## src/rtl/global_defs.sv

```systemverilog
`default_nettype none
// ============================================================================
// Package     : global_defs
// Description : Types and widths shared by the trace parser, the request queue
//               and the DRAM command scheduler.
// Revision    : 1.0 - initial release
// ============================================================================
package global_defs;

  localparam int ADDRESS_WIDTH = 32;

  // Parsed memory operation. NOP marks a parser slot that carries no request.
  typedef enum logic [1:0] {
    NOP     = 2'd0,
    READ    = 2'd1,
    WRITE   = 2'd2,
    REFRESH = 2'd3
  } parsed_op_t;

endpackage : global_defs
`default_nettype wire

```

## src/rtl/request_queue.sv

```systemverilog
`default_nettype none
// ============================================================================
// Module      : request_queue
// Description : In-order request buffer between the trace parser and the DRAM
//               command scheduler. Each rising edge of op_ready_s captures one
//               {opcode, address} into a DEPTH-entry circular buffer; the
//               oldest entry is presented on a valid/ready dequeue port along
//               with a saturating age counter.
// Revision    : 1.0 - initial release
//
// Ports
//   clk          in   single clock, all logic on posedge
//   rst_n        in   synchronous active-low reset
//   op_ready_s   in   parser strobe; a rising edge requests an enqueue
//   opcode       in   parsed op, valid while op_ready_s=1
//   address      in   parsed address, valid while op_ready_s=1
//   deq_ready    in   scheduler accepts the head entry this cycle
//   out_valid    out  head entry valid
//   out_opcode   out  head opcode
//   out_address  out  head address
//   out_age      out  cycles the head entry has waited (saturating)
//   queue_full   out  count == DEPTH
//   count        out  occupied entries
//   overflow     out  sticky: a request was dropped while full
// ============================================================================
module request_queue
  import global_defs::*;
#(
  parameter int DEPTH         = 16,
  parameter int AGE_WIDTH     = 8,
  parameter int ADDRESS_WIDTH = global_defs::ADDRESS_WIDTH
) (
  input  logic                         clk,
  input  logic                         rst_n,
  input  logic                         op_ready_s,
  input  parsed_op_t                   opcode,
  input  logic [ADDRESS_WIDTH-1:0]     address,
  input  logic                         deq_ready,
  output logic                         out_valid,
  output parsed_op_t                   out_opcode,
  output logic [ADDRESS_WIDTH-1:0]     out_address,
  output logic [AGE_WIDTH-1:0]         out_age,
  output logic                         queue_full,
  output logic [$clog2(DEPTH+1)-1:0]   count,
  output logic                         overflow
);

  localparam int unsigned c_ptr_w = $clog2(DEPTH);
  localparam int unsigned c_cnt_w = $clog2(DEPTH+1);

  localparam logic [c_ptr_w-1:0]   c_ptr_one = c_ptr_w'(1);
  localparam logic [c_cnt_w-1:0]   c_cnt_one = c_cnt_w'(1);
  localparam logic [c_cnt_w-1:0]   c_depth   = c_cnt_w'(DEPTH);
  localparam logic [AGE_WIDTH-1:0] c_age_one = AGE_WIDTH'(1);
  localparam logic [AGE_WIDTH-1:0] c_age_max = {AGE_WIDTH{1'b1}};

  // --------------------------------------------------------------------------
  // Control state
  // --------------------------------------------------------------------------
  logic                 r_op_ready_q;
  logic [c_ptr_w-1:0]   r_wr_ptr;
  logic [c_ptr_w-1:0]   r_rd_ptr;
  logic [c_cnt_w-1:0]   r_count;
  logic                 r_overflow;

  logic                 w_push_req;
  logic                 w_pop;
  logic                 w_full;
  logic                 w_push_acc;
  logic                 w_drop;

  // Per-entry storage, exported from the generate loop for the head mux.
  parsed_op_t             w_ent_op   [DEPTH];
  logic [ADDRESS_WIDTH-1:0] w_ent_addr [DEPTH];
  logic [AGE_WIDTH-1:0]   w_ent_age  [DEPTH];

  // Only the rising edge of the strobe requests a push; NOP slots are
  // discarded before they can affect count or overflow.
  assign w_push_req = op_ready_s & ~r_op_ready_q & (opcode != NOP);
  assign w_full     = (r_count == c_depth);
  assign w_pop      = out_valid & deq_ready;
  // A full queue still accepts when the head leaves in the same cycle: the
  // slot being vacated is exactly the one wr_ptr points at.
  assign w_push_acc = w_push_req & (~w_full | w_pop);
  assign w_drop     = w_push_req & w_full & ~w_pop;

  always_ff @(posedge clk) begin
    if (!rst_n) begin
      r_op_ready_q <= 1'b0;
      r_wr_ptr     <= '0;
      r_rd_ptr     <= '0;
      r_count      <= '0;
      r_overflow   <= 1'b0;
    end else begin
      r_op_ready_q <= op_ready_s;
      if (w_push_acc) begin
        r_wr_ptr <= r_wr_ptr + c_ptr_one;
      end
      if (w_pop) begin
        r_rd_ptr <= r_rd_ptr + c_ptr_one;
      end
      if (w_push_acc && !w_pop) begin
        r_count <= r_count + c_cnt_one;
      end else if (w_pop && !w_push_acc) begin
        r_count <= r_count - c_cnt_one;
      end
      if (w_drop) begin
        r_overflow <= 1'b1;
      end
    end
  end

  // --------------------------------------------------------------------------
  // Entry storage. Occupancy is tracked by the pointers and count, so entries
  // outside the occupied window may hold stale data and age freely; a write
  // always restarts the entry's age at zero.
  // --------------------------------------------------------------------------
  for (genvar gi = 0; gi < DEPTH; gi++) begin : g_entry
    parsed_op_t               r_op;
    logic [ADDRESS_WIDTH-1:0] r_addr;
    logic [AGE_WIDTH-1:0]     r_age;

    always_ff @(posedge clk) begin
      if (rst_n && w_push_acc && (r_wr_ptr == c_ptr_w'(gi))) begin
        r_op   <= opcode;
        r_addr <= address;
        r_age  <= '0;
      end else if (r_age != c_age_max) begin
        r_age  <= r_age + c_age_one;
      end
    end

    assign w_ent_op[gi]   = r_op;
    assign w_ent_addr[gi] = r_addr;
    assign w_ent_age[gi]  = r_age;
  end

  // --------------------------------------------------------------------------
  // Outputs: all derived from registers only.
  // --------------------------------------------------------------------------
  assign out_valid   = (r_count != '0);
  assign out_opcode  = w_ent_op[r_rd_ptr];
  assign out_address = w_ent_addr[r_rd_ptr];
  assign out_age     = w_ent_age[r_rd_ptr];
  assign queue_full  = w_full;
  assign count       = r_count;
  assign overflow    = r_overflow;

endmodule : request_queue
`default_nettype wire

```

## config.mk

```make
export PLATFORM = sky130hd
export DESIGN_NAME = request_queue
export DESIGN_NICKNAME = d
export VERILOG_FILES = /design/src/rtl/global_defs.sv /design/src/rtl/request_queue.sv
export SDC_FILE = /design/constraint.sdc
export NUM_CORES = 1
export LEC_CHECK = 0
export ABC_AREA = 1
export ABC_CLOCK_PERIOD_IN_PS = 8000
export BUFFER_PORTS_ARGS = -buffer_cell sky130_fd_sc_hd__buf_2
export CAP_MARGIN = 20
export CORE_AREA = 2 2 259 261
export CTS_CLUSTER_SIZE = 16
export DETAILED_ROUTE_END_ITERATION = 12
export DIE_AREA = 0 0 261 263
export GPL_TIMING_DRIVEN = 0
export RECOVER_POWER = 25
export SYNTH_ARGS = -nofsm -noshare
export SYNTH_HDL_FRONTEND = slang
export SYNTH_SLANG_ARGS = --single-unit
```

## constraint.sdc

```tcl
create_clock -name clk -period 8 [get_ports clk]
set_clock_uncertainty 0.05 [all_clocks]
set_input_delay 1.6 -clock clk [delete_from_list [all_inputs] [get_ports clk]]
set_output_delay 1.6 -clock clk [all_outputs]
set_load 0.01 [all_outputs]
```

# ---- Word level (Yosys, flattened, before mapping)
# Cells that the tools add are included.
# Widths: inputs -> output; s select.
dict set report op_classes {
  n_addsub 20
  order_cmp 1
  n_eq_ne 32
  muxes 11
  bitwise 11
  reduce_logical 25
}
# op count
set ops {}
lappend ops {{$add 8x1->8 const B} 16}
lappend ops {{$bmux 32 s4} 1}
lappend ops {{$ne 8x8->1 const B} 16}
lappend ops {{$mux 32} 2}
lappend ops {{$bmux 8 s4} 1}
lappend ops {{$eq 4x4->1 const B} 8}
lappend ops {{$logic_and 1x1->1} 19}
lappend ops {{$eq 4x3->1 const B} 4}
lappend ops {{$mux 8} 2}
lappend ops {{$mux 5} 2}
lappend ops {{$add 4x1->4 const B} 2}
lappend ops {{$bmux 2 s4} 1}
lappend ops {{$eq 4x2->1 const B} 2}
lappend ops {{$and 1x1->1} 6}
lappend ops {{$add 5x1->5 const B} 1}
lappend ops {{$eq 5x5->1 const B} 1}
lappend ops {{$ge 5x5->1 const B} 1}
lappend ops {{$not 4->5} 1}
lappend ops {{$reduce_bool 5->1} 1}
lappend ops {{$sub 5x1->5 const B} 1}
lappend ops {{$eq 4x1->1 const B} 1}
lappend ops {{$logic_not 4->1} 1}
lappend ops {{$mux 2} 2}
lappend ops {{$reduce_bool 2->1} 2}
lappend ops {{other kinds (3)} 6}
dict set report totals {
  reg_bits 687
  input_bits 38
  wordCells 153
}

# ---- Depth between registers and ports, before layout
# Gate-level depths: netlist of the first run.
dict set report depth {
  word_depth 8
  mapped_depth 14
}

# ---- Worst setup path after synthesis of the first run
# Ideal clock, no wire load.
dict set report synth_timing {
  path_type {input to register}
  startpoint {input port rst_n}
  endpoint {register g_entry[0].r_addr[0] (enable)}
  t_arrival_ns 3.629
  required_ns 7.525
  slack_ns 3.896
  cell_stages 5
  path_cell_list {clkbuf_1 > clkinv_1 > nor2_1 > nand2_1 > nor2_1}
}
dict set report synth_between {
  elab_chain_cells 2
}
# element line_no
set synth_rtl {}
lappend synth_rtl {{start, declared} request_queue.sv:34} ;# input logic rst_n,
lappend synth_rtl {{$logic_and 1x1->1 (2 in a row)} request_queue.sv:124} ;# if (rst_n && w_push_acc && (r_wr_ptr == c_ptr_w'(gi))) begin
lappend synth_rtl {{end signal, assigned} request_queue.sv:126} ;# r_addr <= address;
lappend synth_rtl {{end, declared} request_queue.sv:120} ;# logic [ADDRESS_WIDTH-1:0] r_addr;
# Every way passes these cells.
# A chain may end at the register's enable or synchronous reset.

# ---- Worst setup path in the final report of the first run
dict set report layout_timing {
  startpoint {register r_rd_ptr[1]}
  endpoint {output port out_address[12]}
}
dict set report layout_between {
  elab_chain_cells 4
}
# element line_no
set layout_rtl {}
lappend layout_rtl {{start, declared} request_queue.sv:62} ;# logic [c_ptr_w-1:0] r_rd_ptr;
lappend layout_rtl {{start signal, assigned} request_queue.sv:100} ;# r_rd_ptr <= r_rd_ptr + c_ptr_one;
lappend layout_rtl {{$not 4->5 (implied by the code)} request_queue.sv:143} ;# assign out_address = w_ent_addr[r_rd_ptr];
lappend layout_rtl {{$bmux 32 s4} request_queue.sv:143}
lappend layout_rtl {{$mux 32 (implied by the code) (2 in a row)} request_queue.sv:143}
lappend layout_rtl {{end, declared} request_queue.sv:41} ;# output logic [ADDRESS_WIDTH-1:0] out_address,
# Every way passes these cells. The select of a mux whose other input is x is not followed.

==> results, run 1 <==
- The flow ran to the end, and the final reports show no timing, DRC or antenna violations.
- The beginning of the worst register-to-register path is r_op_ready_q.
- By startpoint and endpoint, the worst setup path is classified as register to primary output.
- In this run the core area contains 94 standard-cell rows.
- The number of CTS-inserted buffers is 77.
- The sort of element at the start of the critical path is a register.
- Across all layers, the routed design uses 24,400 vias.
- The maximum number of pins on one net before global-route repair is 28.
- The worst-case clock buffer depth is 3.
- The startpoint of the tightest hold check path is overflow.
- The share of synthesized area occupied by flip-flops and latches is 62.7%.
- In this run the remaining antenna-violating nets after routing total 0.
- The net count of the mapped netlist is ~3,300.
- The starting density of the core is a little under half.
- The critical path starts at r_rd_ptr[1].
- The routed length per instance is 22.4 um.
- The number of input and output port buffers inserted is 86.
- Timing would allow up to 211 MHz.
- The max-slew violation count is 0.
- From left edge to right edge, the die measures 261 um.
- Clock-pin slew was measured on the worst setup and hold paths at 0.06 ns.
- The mapped netlist covers 0.0306 mm^2.
- The endpoint of the worst register-to-register path is g_entry[12].r_addr[28].
- The core box area is 0.0656 mm^2.
- The critical path crosses 10 cells after its start point.
- The type of destination of the critical path is a primary output.
- The via-per-instance ratio is 5.58.
- In the routed design, unresolved DRC markers number 0.
- Gates resized during post-CTS repair numbered 0.
- The count of flip-flops with a built-in enable after synthesis is 544.
- The slew at the pin closest to its max-slew limit is 1.17 ns.
- The final global-route overflow total is 0.
- After routing, the total negative slack on setup checks comes to 0 ns.
- Traced cell by cell, the critical path runs through buf_2, nand2_1, inv_2, buf_2, nand3_1, nand2_1, nor2_1, nand2_1, nand2_1, buf_2.
- The total of fill cells in the finished design is roughly 5,900.
- The tree is rooted in a sky130_fd_sc_hd__clkbuf_16.
- The count of endpoints failing hold in the final timing report is 0.
- Excluding fillers, the count of instances in the completed layout stands at about 4,400.
- The first global-routing pass estimated 144,000 um of wire.
- The total buffers and inverters traversed by the critical path is 4.
- Subtracting the final worst setup slack from the clock period gives 4.74 ns.
- The clock drives 687 sinks.
- In the synthesized netlist the async set-or-reset flop fraction comes to 0%.
- The placed instances occupy a cell area of 0.0325 mm^2.
- Summed over all cells, the static leakage comes to 15.1 nW.
- In this design, the largest share of critical-path delay is due to buffers and inverters.
- The worst reg2reg path depth is 5.
- The average cell area after synthesis is 9.37 um^2.
- The slowest stage cell on the critical path is sky130_fd_sc_hd__buf_2.
- The post-cts hold buffer count is 0.
- The final net count is 3,510.
- The half-perimeter wire length of the detailed placement result is about 66,000 um.
- The via count of the first global-routing pass came to roughly 23,000.
- The area of the die is just under 0.07 mm^2.
- The most used flip-flop cell after synthesis is sky130_fd_sc_hd__edfxtp_1.
- In this run, placement finished with an instance count of 4,231.
- IR analysis of the VDD net gives a maximum drop of 0.216 mV.
- The first-pass iteration count of the detailed router is 6.
- The antenna diode instance count is 0.
- The number of violations of the max-capacitance limit is 0.
- The delay of the slowest cell on the worst path is 0.51 ns.
- The highest net fanout along the worst path is 10.
- The number of DRC violations after detailed-routing iteration 0 is just under 3,000.
- a little under 90 I/O pins were placed.
- The cell depth of the worst hold path is 2.
- Relative to the synthesized area, the layout overhead comes to 14.0%.
- The number of antenna violations at the first check in global routing was 1.
- The post-synthesis register bit count is 687.
- For hold timing, the worst endpoint is overflow.
- The remaining max-slew budget at the tightest pin is 22.3%.
- The insertion delay to the later sink of the worst-skew pair is 0.63 ns.
- The synthesis warning total is 0.
- In the global route stage, overall resource usage came out at 28.4%.
- The number of levels the H-tree was split into is 3.
- The worst hold slack is 0.403 ns.
- The cell repeated most along the worst path is sky130_fd_sc_hd__nand2_1.
- In this run, distinct cell masters in the synthesized netlist total 25.
- The wire length after detailed routing is 98,100 um.
- The final critical path takes up 59.2% of the cycle.
- The power per cell area is roughly 300 mW/mm^2.
- The worst register-to-register path has a setup slack of ~5.1 ns.
- Synthesis produced 3,265 cells.
- TritonCTS built the clock tree.
- The height of the chip is 263 um.
- The tightest min-delay check is of the register to register type.
- At the end of routability-driven placement, the weighted congestion stood at between 0.9 and 1.
- The share of post-route cells with drive strength above 1 is 9.67%.
- The total of endpoints with negative setup slack in the final report is 0.
- Summing all non-filler instances in the final layout gives an area of 0.0349 mm^2.
- Setup repair after global routing left no endpoint under its margin.
- The buffers inserted during post-CTS setup optimization is 0.
- The data arrival at the endpoint of the critical path is 3.09 ns.
- The data required time of the worst path is approximately 6.4 ns.
## per-stage QoR
step / total power [mW] / setup slack, ns / util (%)
6_report: 10.4 / 3.26 / 53.2
5_1_grt: 10.9 / 3.15 / 53.2
4_1_cts: 10.4 / 3.31 / 53.2
3_5_place_dp: 6.97 / 3.33 / 49.5
3_3_place_gp: 6.90 / 0.987 / 48.9
2_1_floorplan: 5.82 / 3.90 / -
## synth_stat cells, types with 14 or more instances
cell type	number	share of area, %
sky130_fd_sc_hd__or2_2	32	0.65
sky130_fd_sc_hd__dfxtp_1	143	9.4
sky130_fd_sc_hd__buf_2	85	1.4
sky130_fd_sc_hd__nand4_2	14	0.57
sky130_fd_sc_hd__clkbuf_1	36	0.44
sky130_fd_sc_hd__ha_1	25	1.0
sky130_fd_sc_hd__o21ai_0	186	3.0
sky130_fd_sc_hd__edfxtp_1	544	53
sky130_fd_sc_hd__nand4_1	23	0.47
sky130_fd_sc_hd__o21ai_1	17	0.28
sky130_fd_sc_hd__o211ai_1	45	1.1
sky130_fd_sc_hd__nor2_1	283	3.5
sky130_fd_sc_hd__nand2_1	910	11
sky130_fd_sc_hd__inv_1	385	4.7
sky130_fd_sc_hd__a21oi_1	139	2.3
sky130_fd_sc_hd__nand3_1	361	5.9
## area by class of cell
type	instances	area (um^2)	share of cell area, %
Clock inverter	36	389	1.12
Tap cell	864	1080	3.10
Clock buffer	102	2080	5.97
Multi-Input combinational cell	2052	9310	26.7
Timing Repair Buffer	102	722	2.07
Sequential cell	687	19200	55.0
Inverter	390	1460	4.19
Buffer	136	647	1.85
## where the power goes
group	internal, mW	switching, mW
registers	4.02	0.198
logic	0.788	1.95
clock network	2.04	1.46
## worst register-to-register path, stage by stage (launching register included)
cell,delay [ns]
sky130_fd_sc_hd__dfxtp_1,0.30
sky130_fd_sc_hd__nor2_1,0.48
sky130_fd_sc_hd__buf_2,0.38
sky130_fd_sc_hd__nand4_2,0.41
sky130_fd_sc_hd__inv_2,0.61
sky130_fd_sc_hd__buf_12,0.29
## worst max path at each step
stage	endpoint	slack [ns]
after global placement	g_entry[0].r_op[0]	0.99
final	out_address[12]	3.26
after floorplan	g_entry[0].r_addr[0]	3.90
after detailed placement	g_entry[12].r_addr[5]	3.33
after CTS	out_age[1]	3.31
after global routing	out_age[1]	3.15
## sequential cells by signal, indices dropped and copies added (netlist names)
register / count
r_rd_ptr: 4
r_wr_ptr: 4
g_entry.r_addr: 512
g_entry.r_op: 32
count: 5
g_entry.r_age: 128
r_op_ready_q: 1
overflow: 1
## kinds of logic after synthesis
logic type,synth area share (%)
adders and majority gates,1.09
xor gates and xnor gates,0.114
and+or+nand+nor,22.5
DFF,62.7
buffers and inverters,6.90
AOI/OAI and AO/OA,6.70
## per-layer routing
layer	vias up	part of all wire (%)	GRT usage (%)
met5	-	0.013	0
met4	2	4.5	11.9
met3	233	9.6	4.96
met2	1224	46	44.8
met1	11700	40	38.8
li1	11200	-	-
## cells in the final DEF (no fill, tap or decap), types with 7 or more instances in the layout
cell type / count
sky130_fd_sc_hd__nand2_1: 910
sky130_fd_sc_hd__edfxtp_1: 544
sky130_fd_sc_hd__inv_1: 371
sky130_fd_sc_hd__nand3_1: 361
sky130_fd_sc_hd__nor2_1: 281
sky130_fd_sc_hd__o21ai_0: 186
sky130_fd_sc_hd__buf_2: 148
sky130_fd_sc_hd__dfxtp_1: 143
sky130_fd_sc_hd__a21oi_1: 139
sky130_fd_sc_hd__clkbuf_1: 80
sky130_fd_sc_hd__clkbuf_16: 79
sky130_fd_sc_hd__o211ai_1: 45
sky130_fd_sc_hd__or2_2: 32
sky130_fd_sc_hd__ha_1: 25
sky130_fd_sc_hd__nand4_1: 23
sky130_fd_sc_hd__inv_2: 17
sky130_fd_sc_hd__o21ai_1: 17
sky130_fd_sc_hd__clkinv_1: 16
sky130_fd_sc_hd__buf_12: 16
sky130_fd_sc_hd__nand4_2: 14
sky130_fd_sc_hd__clkinv_2: 9
sky130_fd_sc_hd__buf_1: 8
sky130_fd_sc_hd__nand3b_1: 7
Note: power is estimated with default switching activity, not from simulation.
==> run 2: changes to the inputs <==
- ABC_AREA: 1 -> 0
- ABC_CLOCK_PERIOD_IN_PS: 8000 -> 3900
- CORE_AREA: 2 2 259 261 -> 2 2 250 252
- DIE_AREA: 0 0 261 263 -> 0 0 252 254
- clock period: 8 -> 3.9 ns (I/O delays scaled with it)
==> results, run 2 <==
- The floorplan die width is 252 um (was 261 um).
- The largest vdd supply drop is 0.501 mV (was 0.216 mV).
- The insertion delay to the later sink of the worst-skew pair is 0.61 ns (was 0.63 ns).
- The maximum number of pins on one net before global-route repair is 18 (was 28).
- The number of levels the H-tree was split into is 3 (unchanged).
- The overall via count from detail_route is 17,200 (was 24,400).
- The routed length per instance was 24.8 um (was 22.4 um).
- Counting I/O delays and the setup requirement, the final critical path takes 3.81 ns.
- Leading post-synthesis cells by instance count: sky130_fd_sc_hd__edfxtp_1 (544), sky130_fd_sc_hd__mux2i_1 (195), sky130_fd_sc_hd__dfxtp_1 (143), sky130_fd_sc_hd__nor2_1 (126), sky130_fd_sc_hd__nand2_1 (100) (was sky130_fd_sc_hd__nand2_1 (910), sky130_fd_sc_hd__edfxtp_1 (544), sky130_fd_sc_hd__inv_1 (385), sky130_fd_sc_hd__nand3_1 (361), sky130_fd_sc_hd__nor2_1 (283)).
- The number of instances in the synthesized netlist came to 1,849 (was 3,265).
- Commonest non-fill, non-tap cells in the layout: sky130_fd_sc_hd__edfxtp_1 (544), sky130_fd_sc_hd__mux2i_1 (195), sky130_fd_sc_hd__dfxtp_1 (142), sky130_fd_sc_hd__nor2_1 (126), sky130_fd_sc_hd__nand2_1 (100) (was sky130_fd_sc_hd__nand2_1 (910), sky130_fd_sc_hd__edfxtp_1 (544), sky130_fd_sc_hd__inv_1 (371), sky130_fd_sc_hd__nand3_1 (361), sky130_fd_sc_hd__nor2_1 (281)).
- Static timing analysis puts the maximum clock frequency at 262 MHz.
- Top Registers: g_entry.r_addr: 512 flops, g_entry.r_age: 128 flops, g_entry.r_op: 32 flops (unchanged).
- The part of the power in the clock network is 30.7% (was 33.5%).
- The detailed-routed wire length on met3 is 4250 um (was 9390 um).
- The count of endpoints failing hold in the final timing report is 0 (unchanged).
- The number of DRC violations after detailed-routing iteration 0 was 1,776 (was 2,984).
- Top post-synthesis cells by area: sky130_fd_sc_hd__edfxtp_1 (57%), sky130_fd_sc_hd__dfxtp_1 (10%), sky130_fd_sc_hd__mux2i_1 (6.9%) (was sky130_fd_sc_hd__edfxtp_1 (53%), sky130_fd_sc_hd__nand2_1 (11%), sky130_fd_sc_hd__dfxtp_1 (9.4%)).
- The number of violations of the max-capacitance limit was 0 (unchanged).
- The part of the total power dissipated in combinational logic is 26.0% (was 26.2%).
- The slew at the pin closest to its max-slew limit came to 1.12 ns (was 1.17 ns).
- The net count of the mapped netlist is 1,913 (was 3,329).
- The total of endpoints with negative setup slack in the final report is 0 (unchanged).
- The proportion of register bits with asynchronous set or reset after synthesis is 0% (unchanged).
- The buffer type at the clock tree root was sky130_fd_sc_hd__clkbuf_16 (unchanged).
- The antenna diode instance count is 0 (unchanged).
- Unrepaired setup endpoints after global routing: false (unchanged).
- The average cell area after synthesis is 15.4 um^2 (was 9.37 um^2).
- The starting density of the core is 46.5% (was 46.6%).
- The area of the die came to 0.0640 mm^2 (was 0.0686 mm^2).
- The library cell with the largest summed area after synthesis was sky130_fd_sc_hd__edfxtp_1 (unchanged).
- The clock transition at the register clock pins on the worst setup and hold paths after CTS came to 0.05 ns (was 0.06 ns).
- The most common library cell in the layout ignoring fill and taps is sky130_fd_sc_hd__edfxtp_1 (was sky130_fd_sc_hd__nand2_1).
- The area share of the leading cell type in the synthesized netlist was 57.3% (was 53.4%).
- The sort of element at the start of the critical path is a register (unchanged).
- The post-cts hold buffer count is 0 (unchanged).
- The endpoint of the worst register-to-register path is count[4] (was g_entry[12].r_addr[28]).
- The design internal power came to 15.1 mW (was 6.84 mW).
- The register bank with the most flops is g_entry.r_addr (unchanged).
- The met1 routed wirelength after detailed routing came to 31,100 um (was 39,500 um).
- The net switching share of the total power is 31.2% (was 34.5%).
- The worst-case clock buffer depth is 3 (unchanged).
- The share of power burned in registers is 43.3% (was 40.4%).
- The data arrival at the endpoint of the critical path is 2.98 ns (was 3.09 ns).
- The post-synthesis register bit count is 687 (unchanged).
- The type of destination of the critical path was a primary output (unchanged).
- The weighted congestion reported at the end of routability-driven placement is 0.861 (was 0.906).
- The data required time of the worst path came to 3.07 ns (was 6.35 ns).
- The instance area after placement is 0.0309 mm^2 (was 0.0325 mm^2).
- The number of input and output port buffers inserted is 87 (was 86).
- The post-route standard cell area excluding fillers was 0.0334 mm^2 (was 0.0349 mm^2).
- The half-perimeter wire length of the detailed placement result was 49,800 um (was 65,900 um).
- The number of CTS-inserted buffers was 72 (was 77).
- The share of post-route cells with drive strength above 1 is 19.0% (was 9.67%).
- The startpoint of the tightest hold check path is op_ready_s (was overflow).
- The first-pass iteration count of the detailed router is 6 (unchanged).
- The wire length after detailed routing was 72,200 um (was 98,100 um).
- The detailed route wirelength on metal2 was 35,200 um (was 44,800 um).
- The highest net fanout along the worst path is 10 (unchanged).
- Outcome: completed (unchanged).
- The class of the most critical hold timing path is primary input to register (was register to register).
- The type of the worst setup path is register to primary output (unchanged).
- The number of top-level design ports is 88 (unchanged).
- The height of the chip is 254 um (was 263 um).
- The cell with the most instances after synthesis is sky130_fd_sc_hd__edfxtp_1 (was sky130_fd_sc_hd__nand2_1).
- The count of flip-flops with a built-in enable after synthesis is 544 (unchanged).
- Dividing the final minimum period by the clock period gives 97.7%.
- The remaining routing DRC violations was 0 (unchanged).
- The cell depth of the worst hold path is 2 (unchanged).
- The worst hold slack is 0.352 ns (was 0.403 ns).
- The share of synthesized area occupied by flip-flops and latches is 67.4% (was 62.7%).
- The core box area is 0.0613 mm^2 (was 0.0656 mm^2).
- The buffers inserted during post-CTS setup optimization is 0 (unchanged).
- The switching power of the nets is 6.83 mW (was 3.61 mW).
- The uppermost layer routed is met5 (unchanged).
- The clock tree from TritonCTS is done (unchanged).
- The netlist area before placement was 0.0285 mm^2 (was 0.0306 mm^2).
- The synthesis warning total is 0 (unchanged).
- The flip-flop count of the largest register after layout is 512 (unchanged).
- The final net count was 2,131 (was 3,510).
- The end of the worst hold path is r_op_ready_q (was overflow).
- The most instantiated flip-flop cell in the synthesis netlist is sky130_fd_sc_hd__edfxtp_1 (unchanged).
- The beginning of the worst register-to-register path is count[0] (was r_op_ready_q).
- The via-per-instance ratio is 5.93 (was 5.58).
- The number of unique standard cell types used by synthesis is 54 (was 25).
- The via count of the first global-routing pass is 16,900 (was 23,200).
- The setup slack of the most critical reg-to-reg path is 0.67 ns (was 5.12 ns).
- The post-synthesis to final-layout area growth was 17.1% (was 14.0%).
- The power per cell area is 656 mW/mm^2 (was 299 mW/mm^2).
- The leakage power of the design is 11.4 nW (was 15.1 nW).
- The TritonCTS sink count is 687 (unchanged).
- The max-slew violation count was 0 (unchanged).
- The final global-route overflow total is 0 (unchanged).
- The number of antenna violations at the first check in global routing is 1 (unchanged).
- The remaining max-slew budget at the tightest pin is 25.4% (was 22.3%).
- The first-pass GRT wire length is 106,000 um (was 144,000 um).
- The cell row count is 91 (was 94).
- The combined global-route utilization of all metal layers is 22.6% (was 28.4%).
- The remaining number of nets flagged by the antenna check after routing is 0 (unchanged).
- The worst reg2reg path depth came to 12 (was 5).
## run 2: cells by family (layout without fill, tap and decap cells)
kind of cell / after synthesis / count (layout) / synth area share [%]
buffers and inverters: 95 / 366 / 1.52
AND/OR/NAND/NOR: 432 / 432 / 8.06
AO/OA/AOI/OAI: 286 / 286 / 7.03
adder cells (fa/ha/maj): 26 / 26 / 1.17
flip-flops: 687 / 687 / 67.4
multiplexers: 279 / 279 / 13.5
XOR/XNOR: 44 / 44 / 1.35
## run 2: critical path: stages, from the launching register on
cell and delay (ns):
sky130_fd_sc_hd__dfxtp_1 0.42, sky130_fd_sc_hd__clkbuf_4 0.29, sky130_fd_sc_hd__buf_4 0.29, sky130_fd_sc_hd__buf_4 0.31, sky130_fd_sc_hd__mux2i_1 0.12, sky130_fd_sc_hd__a221oi_1 0.47, sky130_fd_sc_hd__o21ai_0 0.19, sky130_fd_sc_hd__nand2_1 0.14
sky130_fd_sc_hd__buf_2 0.14
## run 2: per-stage QoR
step	setup slack [ns]	util [%]	setup TNS, ns	power (mW)	instances
floorplan	-0.0149	-	-1.01	13.4	1849
global placement	-3.64	48.9	-851.75	15.1	2726
detailed placement	0.171	50.5	0	15.3	2784
CTS	0.00161	54.4	0	22.0	2910
global route	0.00169	54.5	0	22.9	2910
finish	0.0886	54.5	0	21.9	2910
## run 2: layer usage
layer	vias up	global-route usage, %
met3	108	4.03
met1	8769	30.6
met4	2	7.17
li1	7828	-
met2	535	37.3
met5	-	0
## run 2: power by group through the flow
stage / logic [mW] / clock network [mW] / registers [mW]
6_report: 5.70 / 6.72 / 9.47
5_1_grt: 6.24 / 7.11 / 9.58
4_1_cts: 5.74 / 6.83 / 9.45
3_5_place_dp: 5.69 / 0 / 9.60
3_3_place_gp: 5.54 / 0 / 9.58
2_1_floorplan: 4.11 / 0 / 9.33
## run 2: worst max path at each step
stage | cells past startpoint | end | slack, ns | start
3_5_place_dp | 7 | out_address[29] | 0.17 | r_rd_ptr[3]
5_1_grt | 8 | out_opcode[1] | 0.002 | r_rd_ptr[0]
3_3_place_gp | 6 | g_entry[3].r_addr[23] | -3.64 | opcode[1]
2_1_floorplan | 5 | g_entry[3].r_addr[0] | -0.01 | op_ready_s
4_1_cts | 9 | out_age[6] | 0.002 | r_rd_ptr[1]
6_report | 8 | out_age[2] | 0.09 | r_rd_ptr[0]
## run 2: repair_timing
item,4_1_cts,5_1_grt
setup endpoints to repair,42,41
resized for setup,37,20
pin swaps,0,0
## run 2: final cells by class
cell class,count,area (um^2)
clock inverters,32,248
well taps,790,988
fillers,4912,27900
inverters,15,57.6
flip-flops and latches,687,19200
plain buffers,79,437
repair buffers,145,1400
multi-input cells,1067,8970
clock buffers,95,2050
